## src/rtl/sprite_pkg.sv

```systemverilog
// Shared definitions for the battle-scene sprite controllers.
//   cmd_op_t  : command opcodes carried on cmd_op_in
//   state_t   : back-sprite animation states
//   SPRITE_W  : sheet column pitch in pixels
//   SHEET_COLS: number of sprites in the sheet
//   sheet_x() : sheet x offset of a sprite index
package sprite_pkg;

    localparam int SPRITE_W   = 132;
    localparam int SHEET_COLS = 7;

    typedef enum logic [1:0] {
        CMD_NOP   = 2'd0,
        CMD_SHOW  = 2'd1,
        CMD_FAINT = 2'd2,
        CMD_HIDE  = 2'd3
    } cmd_op_t;

    typedef enum logic [1:0] {
        ST_HIDDEN   = 2'd0,
        ST_SLIDE_IN = 2'd1,
        ST_IDLE     = 2'd2,
        ST_FAINT    = 2'd3
    } state_t;

    // Largest offset is 6*132 = 792, so 10 bits never overflow.
    function automatic logic [9:0] sheet_x(input logic [2:0] index);
        return 10'(index) * 10'(SPRITE_W);
    endfunction

endpackage

```

## src/rtl/frame_tick_gen.sv

```systemverilog
// Vblank-edge detector shared by the animation controllers.
//   pixel_clk_in   : pixel clock
//   rst_in         : synchronous active-high reset
//   hcount_in      : display horizontal counter
//   vcount_in      : display vertical counter
//   frame_tick_out : one-cycle pulse on the first pixel of vblank
module frame_tick_gen #(
    parameter int VBLANK_LINE = 768
) (
    input  logic        pixel_clk_in,
    input  logic        rst_in,
    input  logic [10:0] hcount_in,
    input  logic [9:0]  vcount_in,
    output logic        frame_tick_out
);

    logic at_vblank;
    logic at_vblank_q;

    assign at_vblank = (hcount_in == 11'd0) && (vcount_in == 10'(VBLANK_LINE));

    // NOTE: sequential state is written with non-blocking assignments so every
    // register samples the values from before the clock edge.
    always_ff @(posedge pixel_clk_in) begin
        if (rst_in) begin
            at_vblank_q <= 1'b0;
        end else begin
            at_vblank_q <= at_vblank;
        end
    end

    // Rising edge only: a stalled counter cannot produce a second tick.
    assign frame_tick_out = at_vblank && !at_vblank_q;

endmodule

```

## src/rtl/back_sprite_ctrl.sv

```systemverilog
// Frame-synchronous sequencer for the player's back sprite.
// Accepts SHOW/FAINT/HIDE commands, runs slide-in, idle-bob and faint
// animations, and updates renderer position / sheet window only on the
// cycle after the vblank tick so a frame never tears.
//   pixel_clk_in, rst_in        : clock, synchronous active-high reset
//   hcount_in, vcount_in        : display counters (vblank detection)
//   cmd_valid_in/cmd_ready_out  : command handshake
//   cmd_op_in, cmd_index_in     : opcode and sprite index (SHOW)
//   x_out, y_out                : renderer screen position
//   sel_x_out, sel_y_out        : renderer sheet window
//   visible_out                 : renderer pixel enable
//   done_out                    : pulse when an animation completes
//   err_out                     : pulse when a command is rejected
module back_sprite_ctrl
    import sprite_pkg::*;
#(
    parameter int HOME_X      = 64,
    parameter int HOME_Y      = 400,
    parameter int START_X     = 0,
    parameter int SLIDE_STEP  = 8,
    parameter int BOB_PERIOD  = 16,
    parameter int BOB_DY      = 2,
    parameter int FAINT_STEP  = 8,
    parameter int FAINT_DY    = 64,
    parameter int VBLANK_LINE = 768
) (
    input  logic        pixel_clk_in,
    input  logic        rst_in,
    input  logic [10:0] hcount_in,
    input  logic [9:0]  vcount_in,
    input  logic        cmd_valid_in,
    output logic        cmd_ready_out,
    input  logic [1:0]  cmd_op_in,
    input  logic [2:0]  cmd_index_in,
    output logic [10:0] x_out,
    output logic [9:0]  y_out,
    output logic [9:0]  sel_x_out,
    output logic [8:0]  sel_y_out,
    output logic        visible_out,
    output logic        done_out,
    output logic        err_out
);

    localparam logic [10:0] HOME_X_W     = 11'(HOME_X);
    localparam logic [10:0] START_X_W    = 11'(START_X);
    localparam logic [10:0] SLIDE_STEP_W = 11'(SLIDE_STEP);
    localparam logic [9:0]  HOME_Y_W     = 10'(HOME_Y);
    localparam logic [9:0]  BOB_DY_W     = 10'(BOB_DY);
    localparam logic [9:0]  FAINT_STEP_W = 10'(FAINT_STEP);
    localparam logic [9:0]  FAINT_DY_W   = 10'(FAINT_DY);
    localparam logic [7:0]  BOB_LAST     = 8'(BOB_PERIOD - 1);
    localparam logic [3:0]  COLS_W       = 4'(SHEET_COLS);

    logic frame_tick;

    frame_tick_gen #(
        .VBLANK_LINE (VBLANK_LINE)
    ) u_frame_tick_gen (
        .pixel_clk_in   (pixel_clk_in),
        .rst_in         (rst_in),
        .hcount_in      (hcount_in),
        .vcount_in      (vcount_in),
        .frame_tick_out (frame_tick)
    );

    state_t      state_q,     state_d;
    logic        pend_q,      pend_d;
    cmd_op_t     pend_op_q,   pend_op_d;
    logic [2:0]  pend_idx_q,  pend_idx_d;
    logic [10:0] x_q,         x_d;
    logic [9:0]  y_q,         y_d;
    logic [9:0]  sel_x_q,     sel_x_d;
    logic        visible_q,   visible_d;
    logic        done_q,      done_d;
    logic        err_q,       err_d;
    logic        ready_q,     ready_d;
    logic [7:0]  bob_cnt_q,   bob_cnt_d;
    logic        bob_phase_q, bob_phase_d;
    logic [9:0]  drop_q,      drop_d;

    cmd_op_t     cmd_op;
    logic        accept;
    logic        start_show;

    assign cmd_op = cmd_op_t'(cmd_op_in);
    assign accept = cmd_valid_in && ready_q;

    always_comb begin
        // NOTE: every signal written here gets a default first, so no path
        // leaves one unassigned and no latch is inferred.
        state_d     = state_q;
        pend_d      = pend_q;
        pend_op_d   = pend_op_q;
        pend_idx_d  = pend_idx_q;
        x_d         = x_q;
        y_d         = y_q;
        sel_x_d     = sel_x_q;
        visible_d   = visible_q;
        done_d      = 1'b0;
        err_d       = 1'b0;
        bob_cnt_d   = bob_cnt_q;
        bob_phase_d = bob_phase_q;
        drop_d      = drop_q;
        start_show  = 1'b0;

        // Apply the command that was pending before this cycle; a command
        // accepted on the tick cycle itself is applied one frame later.
        if (frame_tick) begin
            pend_d = 1'b0;
            unique case (state_q)
                ST_HIDDEN: begin
                    if (pend_q && pend_op_q == CMD_SHOW) begin
                        start_show = 1'b1;
                    end
                end
                ST_SLIDE_IN: begin
                    // Compare before adding so x never overshoots or wraps.
                    if (x_q >= HOME_X_W || (HOME_X_W - x_q) <= SLIDE_STEP_W) begin
                        x_d         = HOME_X_W;
                        done_d      = 1'b1;
                        state_d     = ST_IDLE;
                        bob_cnt_d   = 8'd0;
                        bob_phase_d = 1'b0;
                    end else begin
                        x_d = x_q + SLIDE_STEP_W;
                    end
                end
                ST_IDLE: begin
                    if (pend_q && pend_op_q == CMD_SHOW) begin
                        start_show = 1'b1;
                    end else if (pend_q && pend_op_q == CMD_FAINT) begin
                        y_d     = HOME_Y_W;
                        drop_d  = 10'd0;
                        state_d = ST_FAINT;
                    end else if (pend_q && pend_op_q == CMD_HIDE) begin
                        visible_d = 1'b0;
                        state_d   = ST_HIDDEN;
                    end else begin
                        // Position follows the phase held during this frame;
                        // a toggle on wrap shows up on the next tick.
                        y_d = HOME_Y_W + (bob_phase_q ? BOB_DY_W : 10'd0);
                        if (bob_cnt_q == BOB_LAST) begin
                            bob_cnt_d   = 8'd0;
                            bob_phase_d = !bob_phase_q;
                        end else begin
                            bob_cnt_d = bob_cnt_q + 8'd1;
                        end
                    end
                end
                ST_FAINT: begin
                    y_d    = y_q + FAINT_STEP_W;
                    drop_d = drop_q + FAINT_STEP_W;
                    if ((FAINT_DY_W - drop_q) <= FAINT_STEP_W) begin
                        visible_d = 1'b0;
                        done_d    = 1'b1;
                        state_d   = ST_HIDDEN;
                    end
                end
                default: state_d = ST_HIDDEN;
            endcase
        end

        if (start_show) begin
            sel_x_d   = sheet_x(pend_idx_q);
            x_d       = START_X_W;
            y_d       = HOME_Y_W;
            visible_d = 1'b1;
            state_d   = ST_SLIDE_IN;
        end

        // Ready implies HIDDEN/IDLE with nothing pending, and neither state
        // moves on a tick without a pending command, so state_q is stable here.
        if (accept) begin
            unique case (cmd_op)
                CMD_NOP: ;
                CMD_SHOW: begin
                    if (4'(cmd_index_in) >= COLS_W) begin
                        err_d = 1'b1;
                    end else begin
                        pend_d     = 1'b1;
                        pend_op_d  = cmd_op;
                        pend_idx_d = cmd_index_in;
                    end
                end
                CMD_FAINT, CMD_HIDE: begin
                    if (state_q == ST_HIDDEN) begin
                        err_d = 1'b1;
                    end else begin
                        pend_d    = 1'b1;
                        pend_op_d = cmd_op;
                    end
                end
                default: ;
            endcase
        end

        ready_d = (state_d == ST_HIDDEN || state_d == ST_IDLE) && !pend_d;
    end

    always_ff @(posedge pixel_clk_in) begin
        if (rst_in) begin
            state_q     <= ST_HIDDEN;
            pend_q      <= 1'b0;
            pend_op_q   <= CMD_NOP;
            pend_idx_q  <= 3'd0;
            x_q         <= 11'd0;
            y_q         <= 10'd0;
            sel_x_q     <= 10'd0;
            visible_q   <= 1'b0;
            done_q      <= 1'b0;
            err_q       <= 1'b0;
            ready_q     <= 1'b1;
            bob_cnt_q   <= 8'd0;
            bob_phase_q <= 1'b0;
            drop_q      <= 10'd0;
        end else begin
            state_q     <= state_d;
            pend_q      <= pend_d;
            pend_op_q   <= pend_op_d;
            pend_idx_q  <= pend_idx_d;
            x_q         <= x_d;
            y_q         <= y_d;
            sel_x_q     <= sel_x_d;
            visible_q   <= visible_d;
            done_q      <= done_d;
            err_q       <= err_d;
            ready_q     <= ready_d;
            bob_cnt_q   <= bob_cnt_d;
            bob_phase_q <= bob_phase_d;
            drop_q      <= drop_d;
        end
    end

    assign x_out         = x_q;
    assign y_out         = y_q;
    assign sel_x_out     = sel_x_q;
    assign sel_y_out     = 9'd0;    // single-row sheet
    assign visible_out   = visible_q;
    assign done_out      = done_q;
    assign err_out       = err_q;
    assign cmd_ready_out = ready_q;

endmodule

```

## config.mk

```make
export PLATFORM = sky130hd
export DESIGN_NAME = back_sprite_ctrl
export DESIGN_NICKNAME = d
export VERILOG_FILES = /design/src/rtl/sprite_pkg.sv /design/src/rtl/frame_tick_gen.sv /design/src/rtl/back_sprite_ctrl.sv
export SDC_FILE = /design/constraint.sdc
export NUM_CORES = 1
export LEC_CHECK = 0
export ABC_AREA = 1
export BUFFER_PORTS_ARGS = -buffer_cell sky130_fd_sc_hd__buf_2
export CORE_MARGIN = 2
export CORE_UTILIZATION = 50
export CTS_BUF_LIST = sky130_fd_sc_hd__clkbuf_2
export CTS_CLUSTER_DIAMETER = 150
export DETAILED_ROUTE_END_ITERATION = 10
export PLACE_DENSITY = 0.75
export SETUP_SLACK_MARGIN = 0.5
export SYNTH_ARGS = -nofsm -noshare
export SYNTH_HDL_FRONTEND = slang
export SYNTH_SLANG_ARGS = --single-unit
```

## constraint.sdc

```tcl
create_clock -name pixel_clk_in -period 2.3 [get_ports pixel_clk_in]
set_input_delay 0 -clock pixel_clk_in [delete_from_list [all_inputs] [get_ports pixel_clk_in]]
set_output_delay 0 -clock pixel_clk_in [all_outputs]
set_load 0.005 [all_outputs]
```

==> results of run 1 <==
per-stage QoR:
| stage | worst slack [ns] | hold slack, ns | area [um2] | instances | util |
|---|---|---|---|---|---|
| 4_1_cts | 0.460 | -0.0363 | 3490 | 602 | 0.596 |
| 3_5_place_dp | 0.366 | 0.316 | 3260 | 578 | 0.558 |
| 6_report | 0.495 | -0.0369 | 3610 | 603 | 0.616 |
| 5_1_grt | 0.469 | -0.0692 | 3610 | 603 | 0.616 |
| 2_1_floorplan | 0.528 | 0.183 | 3070 | 474 | - |
| 3_3_place_gp | 0.421 | 0.297 | 3260 | 578 | 0.558 |
kinds of logic after synthesis:
group                    count (synthesis)  synth area share
buffers and inverters                   90             0.140
AND/OR/NAND/NOR                        242             0.366
AO/OA/AOI/OAI                           58             0.111
flip-flops                              48             0.319
adder cells (fa/ha/maj)                  8            0.0333
XOR/XNOR                                10            0.0291
other                                    1           0.00125
power by group:
group          leakage [nW]  switching [mW]  internal (mW)
logic                  1.25          0.0677         0.0468
registers             0.391         0.00523          0.839
clock network        0.0430           0.262          0.187
layout by cell type (no fill, tap or decap), types with 9 or more instances in the layout:
master,n
conb_1,18
inv_1,58
dfxtp_1,43
buf_2,54
nand2_1,92
nor3_1,9
o21ai_0,13
nor2_1,69
nor2_2,10
dlygate4sd3_1,12
a21oi_1,28
nand3_1,31
state kept, by name, indices dropped and copies added (netlist names):
name,cells
visible_out,1
bob_phase_q,1
x_out,8
done_out,1
bob_cnt_q,8
y_out,8
state_q,2
sel_x_out,3
pend_op_q,2
pend_idx_q,3
pend_q,1
drop_q,7
cmd_ready_out,1
u_frame_tick_gen.at_vblank_q,1
err_out,1
path summary, 6_finish.rpt:
path,slack [ns],start,end,depth (start not counted)
worst max-delay path,0.50,vcount_in[4],u_frame_tick_gen.at_vblank_q,7
worst min-delay path,-0.04,rst_in,bob_cnt_q[7],2
worst max register to register,0.58,x_out[3],bob_cnt_q[2],14
worst min register to register,0.47,x_out[9],x_out[9],2
critical path, delay by kind of cell:
kind,cells,cell delay (ns)
AND/OR/NAND/NOR,3,0.35
buffers and inverters,4,1.83
layout make-up:
| cell class | count | area, um2 |
|---|---|---|
| multi-input combinational | 336 | 1790 |
| clock inverter | 2 | 35.0 |
| inverter | 64 | 245 |
| fill | 547 | 2240 |
| timing repair buffer | 72 | 435 |
| clock buffer | 6 | 30.0 |
| tap | 75 | 93.8 |
| sequential | 48 | 972 |
layer usage:
layer	global-route usage	routed length (um)
met1	0.260	2970
met2	0.390	3480
met3	0.0396	324
met4	0.0500	59
met5	0	0
what timing repair did:
action,CTS,global route
endpoints found under the setup margin,10,18
pin swaps,1,9
gates resized for setup,4,30
buffers inserted,4,1
gates cloned,0,0
hold endpoints to repair,15,10
==> qor.txt, run 1 <==
TritonCTS clock tree - done
Post-detail-place hpwl - 4980 um
Tot GR Track Use - 0.214
1st-pass router iterations - 4
Hold Violations, Final - 6
Sort of element at the end of the critical path - register
Synth unique cells - 38
Iter 0 DRT Violations - 122
Critical Path AT - 2.18 ns
Critical path peak fanout - 2
Synth Register Bits - 48
First-pass GRT wire length - 11,500 um
Accumulated negative setup slack - 0 ns
Number of synthesized flops with an enable pin - 0
Worst-skew pair later-pin latency - 0.41 ns
Class of the most critical hold timing path - in2reg
RePlAce Congestion - 0.908
Avg WL per Cell - 11.3 um
Most common cell in the netlist - nand2_1
Remaining antenna violation count after routing - 0
Share of the synthesized area in the top cell type - 0.319
Congestion Overflow GR - 0
CP required - 2.68 ns
Largest stage delay on the critical path - 0.61 ns
Chain of cells forming the critical path - dlygate4sd3_1, buf_2, nor2_2, nand4_1, dlygate4sd3_1, nor3_2, dlygate4sd3_1
Syn Area/Cell - 6.58 um2
Share of layout cells above drive strength 1 - 0.220
Biggest area consumer among synthesized cells - dfxtp_1
Most common cell type on the critical path - dlygate4sd3_1
Buffer depth of the longest clock path - 2
Unrepaired setup endpoints after global routing - true
Initial antenna violation count - 0
IO Count - 73
Number of vias in the routed layout - 2,999
Critical path type - in2reg
Prevailing post-synth register cell - dfxtp_1
Final critical-path share of the clock period - 0.785
Overall die width - 81.6 um
Violated checks - hold timing
Synth async-reset ratio - 0
Die area - 6650 um2
Sum of routed wire length over all layers - 6830 um
Antenna Diode Count - 0
Number of H-tree levels - 2
Final critical path time including I/O delays and setup - 1.80 ns
DRC violation count after routing - 0
Maximum number of pins on one net before global-route repair - 17
Vertical die dimension - 81.6 um
TritonCTS sink count - 48
Vias in the first global route - 2,751
Number of buffers created by CTS - 5
Ranking of synthesized cells by instance count - nand2_1 (95), nor2_1 (73), inv_1 (61)
Area added between synthesis and finish - 19.8%
Initial core utilization - 0.514
Finish-stage setup viols - 0
Number of hold-repair buffers added at the cts stage - 12
Total of buffers placed on input and output ports - 54
Max Cap Violations - 0
Combined area of all synthesized cells - 3010 um2
Final net count - 564
Static leakage - 1.68 nW
Worst hold slack across all endpoints - -0.0369 ns
Power density normalized to cell area - 390 nW/um2
Gate count of the mapped netlist - 457
Pins Over Slew Limit - 0
Avg Vias per Cell - 4.97
Floorplan Core Area - 5850 um2
Cell at the root of the clock tree - clkbuf_2
Achievable frequency - 554 MHz
Worst-path clk slew - 0.24 ns
Worst setup skew after layout - 0.0233 ns
Maximum VDD drop - 0.374 mV
Status - complete, but fails checks
Sort of element at the start of the critical path - input pin
Slowest CP cell - dlygate4sd3_1
Fraction of the yosys area taken by sequential cells - 0.319
PnR Total Power - 1.41 mW
Synth top area cells - dfxtp_1 (32%), nand2_1 (12%), nor2_1 (9.1%)
Standard-cell row count - 28
Synthesis warning total - 0
Note: power is estimated with default switching activity, not from simulation.
==> inputs of run 2 (changes only) <==
==> constraint.sdc (replaced) <==
create_clock -name pixel_clk_in -period 1.8 [get_ports pixel_clk_in]
set_input_delay 0 -clock pixel_clk_in [delete_from_list [all_inputs] [get_ports pixel_clk_in]]
set_output_delay 0 -clock pixel_clk_in [all_outputs]
set_load 0.005 [all_outputs]
==> run 2 against run 1 <==
Net effect:
- the run still ends with hold timing left
- register-to-register slack got worse by 0.41 ns
- worst setup slack worse by 0.33 ns
- non-clock buffer count rose by 37
- final cell count is 6.1% higher
- wire length up 25%
- critical path depth grew 5
- power rose by 20%
- first-iteration DRC count up 48%
- critical endpoint is now bob_cnt_q[2]
- highest routed layer unchanged
==> qor.txt, run 2 (synthesis gave the netlist of run 1 again) <==
Critical Path AT - 1.97 ns (was 2.18 ns)
PnR Total Power - 1.69 mW (was 1.41 mW)
WL met1 - 3420 um (was 2970 um)
Buffer depth of the longest clock path - 2 (unchanged)
Accumulated negative setup slack - 0 ns (unchanged)
Sort of element at the start of the critical path - register (was input pin)
TritonCTS clock tree - done (unchanged)
WP depth - 12 (was 7)
Count of cells along the worst register-to-register path - 12 (was 14)
Maximum VDD drop - 0.360 mV (was 0.374 mV)
Post-layout instance count excluding filler cells - 640 (was 603)
DRC violation count after routing - 0 (unchanged)
Finish-stage setup viols - 0 (unchanged)
Slowest CP cell - dfxtp_4 (was dlygate4sd3_1)
Vertical die dimension - 81.6 um (unchanged)
Post-detail-place hpwl - 4990 um (was 4980 um)
Worst-path clk slew - 0.25 ns (was 0.24 ns)
Congestion Overflow GR - 0 (unchanged)
Worst setup timing slack at the placement stage - 0.0903 ns (was 0.366 ns)
Floorplan Core Area - 5850 um2 (unchanged)
First-pass GRT wire length - 12,800 um (was 11,500 um)
Wire length on met3 - 383 um (was 324 um)
Crit path max-delay family - simple AND/OR/NAND/NOR gates (was buffers and inverters)
Worst hold slack across all endpoints - -0.105 ns (was -0.0369 ns)
Area added between synthesis and finish - 39.5% (was 19.8%)
Total of buffers placed on input and output ports - 54 (unchanged)
Die area - 6650 um2 (unchanged)
Launch point of the worst reg-to-reg path - x_out[3] (unchanged)
TritonCTS sink count - 48 (unchanged)
Critical path peak fanout - 5 (was 2)
Max Cap Violations - 0 (unchanged)
Most frequent standard cell in the layout excluding fill and tap cells - nand2_1 (unchanged)
Remaining antenna violation count after routing - 0 (unchanged)
Vias in the first global route - 2,967 (was 2,751)
Measured slew at the worst slew-check pin - 0.595 ns
Chain of cells forming the critical path - inv_6, ha_4, o21ai_1, nand2_1, and2_4, nand2_4, nand2_4, nand2_8, nand2_4, inv_4, nand2_2, nor3b_2 (was dlygate4sd3_1, buf_2, nor2_2, nand4_1, dlygate4sd3_1, nor3_2, dlygate4sd3_1)
Worst setup skew after layout - 0.0220 ns (was 0.0233 ns)
Count of filler cells inserted in the layout - 437 (was 547)
Leading cell types in the layout, fill and taps excluded - nand2_1 (80), nor2_1 (59), buf_2 (54), inv_1 (49), buf_4 (36) (was nand2_1 (92), nor2_1 (69), inv_1 (58), buf_2 (54), dfxtp_1 (43))
Most common cell type on the critical path - nand2_4 (was dlygate4sd3_1)
RePlAce Congestion - 0.922 (was 0.908)
Unrepaired setup endpoints after global routing - true (unchanged)
Worst r2r dst - bob_cnt_q[2] (unchanged)
Final critical path time including I/O delays and setup - 1.63 ns
Final net count - 601 (was 564)
Static leakage - 1.89 nW (was 1.68 nW)
Tot GR Track Use - 0.243 (was 0.214)
Hold path cells - 2 (unchanged)
Cell at the root of the clock tree - clkbuf_2 (unchanged)
Worst Hold Launch - rst_in (unchanged)
Violated checks - hold timing (unchanged)
Overall die width - 81.6 um (unchanged)
Number of placed instances, taps included - 583 (was 578)
1st-pass router iterations - 4 (unchanged)
Iter 0 DRT Violations - 181 (was 122)
Detail Route met2 WL - 4520 um (was 3480 um)
Antenna Diode Count - 0 (unchanged)
Share of layout cells above drive strength 1 - 0.391 (was 0.220)
Initial core utilization - 0.514 (unchanged)
Initial antenna violation count - 0 (unchanged)
Standard-cell row count - 28 (unchanged)
Number of H-tree levels - 2 (unchanged)
Power density normalized to cell area - 403 nW/um2 (was 390 nW/um2)
Number of buffers created by CTS - 5 (unchanged)
Sort of element at the end of the critical path - register (unchanged)
Worst-skew pair later-pin latency - 0.44 ns (was 0.41 ns)
Avg Vias per Cell - 5.10 (was 4.97)
Number of vias in the routed layout - 3,267 (was 2,999)
Number of hold-repair buffers added at the cts stage - 9 (was 12)
CP required - 2.14 ns (was 2.68 ns)
Sum of routed wire length over all layers - 8570 um (was 6830 um)
Status - complete, but fails checks (unchanged)
Class of the most critical hold timing path - in2reg (unchanged)
Pins Over Slew Limit - 0 (unchanged)
Avg WL per Cell - 13.4 um (was 11.3 um)
Final critical-path share of the clock period - 0.907
Topmost layer with routed signal wires - met4 (unchanged)
Post-layout worst setup margin - 0.168 ns (was 0.495 ns)
Largest stage delay on the critical path - 0.42 ns (was 0.61 ns)
Hold worst-path end - done_out (was bob_cnt_q[7])
Maximum number of pins on one net before global-route repair - 16 (was 17)
R2R Setup Slk - 0.17 ns (was 0.58 ns)
Hold Violations, Final - 6 (unchanged)
Achievable frequency - 613 MHz
Buffers & Inverters on Critical Path - 2 (was 4)
Critical path type - reg2reg (was in2reg)
IO Count - 73 (unchanged)
Max_slew headroom - 0.602
[run 2: worst max path at each step]
stage                   endpoint     start  slack (ns)
CTS                 bob_cnt_q[2]  x_out[3]        0.17
global placement    bob_cnt_q[2]  x_out[3]        0.11
finish              bob_cnt_q[2]  x_out[3]        0.17
floorplan           bob_cnt_q[2]  x_out[3]        0.20
global route        bob_cnt_q[2]  x_out[3]        0.10
detailed placement  bob_cnt_q[2]  x_out[3]        0.09
[run 2: through the flow]
| stage | util | instance area, um2 | hold slack [ns] |
|---|---|---|---|
| 2_1_floorplan | - | 3110 | 0.183 |
| 3_3_place_gp | 0.571 | 3340 | 0.298 |
| 3_5_place_dp | 0.571 | 3340 | 0.313 |
| 4_1_cts | 0.673 | 3940 | -0.114 |
| 5_1_grt | 0.718 | 4200 | -0.127 |
| 6_report | 0.718 | 4200 | -0.105 |
[run 2: layout make-up]
| type | count | area [um2] | area share |
|---|---|---|---|
| Inverter | 64 | 263 | 0.0626 |
| Timing Repair Buffer | 109 | 752 | 0.179 |
| Clock inverter | 2 | 11.3 | 0.00268 |
| Sequential cell | 48 | 991 | 0.236 |
| Multi-Input combinational cell | 336 | 2060 | 0.490 |
| Tap cell | 75 | 93.8 | 0.0223 |
| Clock buffer | 6 | 30.0 | 0.00715 |
[run 2: timing repair]
item,4_1_cts,5_1_grt
hold endpoints to repair,18,6
pin swaps,33,26
gates cloned,0,0
gates resized for setup,69,57
setup buffers,31,9
endpoints found under the setup margin,44,47
[run 2: per-layer routing]
layer  vias to the layer above  track usage
met1                      1514        0.281
li1                       1629            -
met5                         -            0
met3                        28       0.0473
met4                         0        0.102
met2                        96        0.435
[run 2: worst reg2reg max path: stages, from the launching register on]
cell	delay, ns
dfxtp_4	0.42
inv_6	0.04
ha_4	0.23
o21ai_1	0.11
nand2_1	0.06
and2_4	0.14
nand2_4	0.06
nand2_4	0.07
nand2_8	0.10
nand2_4	0.07
inv_4	0.07
nand2_2	0.03
nor3b_2	0.14
[run 2: power by group]
part           internal [mW]  switching (mW)
logic                 0.0676          0.0969
registers               1.07         0.00846
clock network         0.0967           0.352
total                   1.23           0.458
==> inputs of run 3 (changes only) <==
--- a/config.mk
+++ b/config.mk
@@ -7,11 +7,12 @@
 export LEC_CHECK = 0
 export ABC_AREA = 1
 export BUFFER_PORTS_ARGS = -buffer_cell sky130_fd_sc_hd__buf_2
-export CORE_MARGIN = 2
+export CAP_MARGIN = 20
 export CORE_UTILIZATION = 50
 export CTS_BUF_LIST = sky130_fd_sc_hd__clkbuf_2
 export CTS_CLUSTER_DIAMETER = 150
 export DETAILED_ROUTE_END_ITERATION = 10
+export HOLD_SLACK_MARGIN = 0.05
 export PLACE_DENSITY = 0.75
 export SETUP_SLACK_MARGIN = 0.5
 export SYNTH_ARGS = -nofsm -noshare
==> run 3 against run 2 <==
Net effect:
- the run still ends with hold timing left
- clock-buffer cell count is the same
- register-to-register slack worse by 0.04 ns
- clock skew fell by 0.0036 ns
- design area shrank 3.7%
- wire length down 12%
==> qor.txt, run 3 (synthesis gave the netlist of run 1 again) <==
Status - complete, but fails checks (unchanged)
Violated checks - hold timing (unchanged)
Floorplan Core Area - 5640 um2 (was 5850 um2)
Tot GR Track Use - 0.239 (was 0.243)
Hold Violations, Final - 12 (was 6)
Number of placed instances, taps included - 579 (was 583)
Final critical-path share of the clock period - 0.930 (was 0.907)
Final net count - 588 (was 601)
Maximum VDD drop - 0.368 mV (was 0.360 mV)
Most frequent standard cell in the layout excluding fill and tap cells - nand2_1 (unchanged)
Finish-stage setup viols - 0 (unchanged)
Final critical path time including I/O delays and setup - 1.67 ns (was 1.63 ns)
Total of buffers placed on input and output ports - 54 (unchanged)
Worst hold slack across all endpoints - -0.0452 ns (was -0.105 ns)
Achievable frequency - 597 MHz (was 613 MHz)
Number of hold-repair buffers added at the cts stage - 9 (unchanged)
Slowest CP cell - dfxtp_2 (was dfxtp_4)
Avg Vias per Cell - 5.03 (was 5.10)
Standard-cell row count - 27 (was 28)
Area added between synthesis and finish - 34.4% (was 39.5%)
Post-layout instance count excluding filler cells - 624 (was 640)
Worst-skew pair later-pin latency - 0.45 ns (was 0.44 ns)
Area of the multi-input gates - 1990 um2 (was 2060 um2)
Met1 track utilization from global routing - 0.287 (was 0.281)
Chain of cells forming the critical path - inv_4, ha_4, inv_2, nor2_4, nand2_1, nor2_2, nor2_2, nand2_4, nand2_4, nand2_8, buf_4, nand3_1, a21oi_1 (was inv_6, ha_4, o21ai_1, nand2_1, and2_4, nand2_4, nand2_4, nand2_8, nand2_4, inv_4, nand2_2, nor3b_2)
Initial antenna violation count - 0 (unchanged)
Leading cell types in the layout, fill and taps excluded - nand2_1 (80), nor2_1 (58), buf_2 (54), inv_1 (49), dfxtp_1 (32) (was nand2_1 (80), nor2_1 (59), buf_2 (54), inv_1 (49), buf_4 (36))
Count of filler cells inserted in the layout - 453 (was 437)
IO Count - 73 (unchanged)
Post-detail-place hpwl - 5110 um (was 4990 um)
Avg WL per Cell - 12.1 um (was 13.4 um)
First-pass GRT wire length - 12,000 um (was 12,800 um)
Critical path peak fanout - 6 (was 5)
Class of the most critical hold timing path - in2reg (unchanged)
Vertical die dimension - 79.6 um (was 81.6 um)
Launch point of the worst reg-to-reg path - x_out[4] (was x_out[3])
Number of H-tree levels - 2 (unchanged)
Pins Over Slew Limit - 0 (unchanged)
Sort of element at the start of the critical path - register (unchanged)
Congestion Overflow GR - 0 (unchanged)
Max Cap Violations - 0 (unchanged)
Initial core utilization - 0.533 (was 0.514)
Worst-path clk slew - 0.25 ns (about the same)
Critical path type - reg2reg (unchanged)
Buffer depth of the longest clock path - 2 (unchanged)
Static leakage - 1.86 nW (was 1.89 nW)
Critical Path AT - 2.03 ns (was 1.97 ns)
CP required - 2.16 ns (was 2.14 ns)
Iter 0 DRT Violations - 141 (was 181)
Busiest metal layer after global routing - met2 (unchanged)
Worst Hold Launch - rst_in (unchanged)
Cell at the root of the clock tree - clkbuf_2 (unchanged)
Worst setup path startpoint - x_out[4] (was x_out[3])
Maximum number of pins on one net before global-route repair - 21 (was 16)
Area of all sequential standard cells - 996 um2 (was 991 um2)
Number of buffers created by CTS - 5 (unchanged)
RePlAce Congestion - 0.876 (was 0.922)
Accumulated negative setup slack - 0 ns (unchanged)
Die area - 6330 um2 (was 6650 um2)
Vias in the first global route - 2,826 (was 2,967)
Power density normalized to cell area - 416 nW/um2 (was 403 nW/um2)
Sort of element at the end of the critical path - register (unchanged)
Share of layout cells above drive strength 1 - 0.357 (was 0.391)
Antenna Diode Count - 0 (unchanged)
TritonCTS clock tree - done (unchanged)
Unrepaired setup endpoints after global routing - true (unchanged)
DRC violation count after routing - 0 (unchanged)
Worst setup skew after layout - 0.0184 ns (was 0.0220 ns)
Largest stage delay on the critical path - 0.41 ns (was 0.42 ns)
TritonCTS sink count - 48 (unchanged)
Met2 demand-to-capacity share in global routing - 0.436 (was 0.435)
Met3 usage - 0.0354 (was 0.0473)
Number of vias in the routed layout - 3,137 (was 3,267)
1st-pass router iterations - 4 (unchanged)
Sum of routed wire length over all layers - 7580 um (was 8570 um)
Remaining antenna violation count after routing - 0 (unchanged)
Overall die width - 79.6 um (was 81.6 um)
-- run 3: cell count changes in the layout (fill, tap and decap cells not counted), sizes merged --
cell | before | now
dlymetal6s4s | 0 | 1
dlygate4sd3 | 9 | 8
buf | 100 | 87
-- run 3: what timing repair did --
item,CTS,global route
buffers inserted,19,9
endpoints found under the setup margin,43,46
hold endpoints to repair,27,17
resized for setup,61,49
pin swaps,19,26
-- run 3: critical path: cells and delay by family, from the launching register on --
family | cells | cell delay [ns]
AOI/OAI and AO/OA | 1 | 0.07
buffers and inverters | 3 | 0.28
adders and majority gates | 1 | 0.15
and+or+nand+nor | 8 | 0.68
DFF | 1 | 0.41
-- run 3: layout make-up --
cell class,instances,share of cell area
clock buffer,6,0.00742
clock inverter,2,0.00278
sequential,48,0.246
multi-input combinational,336,0.491
tap,72,0.0223
inverter,64,0.0650
timing repair buffer,96,0.165
-- run 3: power by group --
part           total, mW  internal, mW  switching, mW
Clock              0.456        0.0966          0.359
Sequential          1.08          1.07        0.00668
Combinational      0.153        0.0628         0.0902
-- run 3: final timing paths --
path	endpoint	slack [ns]	cells after the start
min reg2reg	pend_idx_q[2]	0.47	2
max reg2reg	bob_cnt_q[6]	0.13	13
max	bob_cnt_q[6]	0.13	13
min	state_q[0]	-0.05	2
-- run 3: routing by layer --
metal  routed length (um)  vias to the layer above
li1                     -                     1606
met1                 3250                     1460
met2                 3970                       59
met3                  261                       12
met4                   97                        0
met5                    0                        -
-- run 3: stage by stage --
step	power, mW	instance area [um2]	utilization	hold WS, ns	worst slack [ns]
floorplan	1.20	3110	-	0.183	0.200
global placement	1.22	3330	0.590	0.290	0.101
detailed placement	1.23	3330	0.590	0.304	0.0654
CTS	1.68	3820	0.678	-0.0609	0.166
global route	1.75	4050	0.717	-0.0487	0.0633
finish	1.68	4050	0.717	-0.0452	0.125
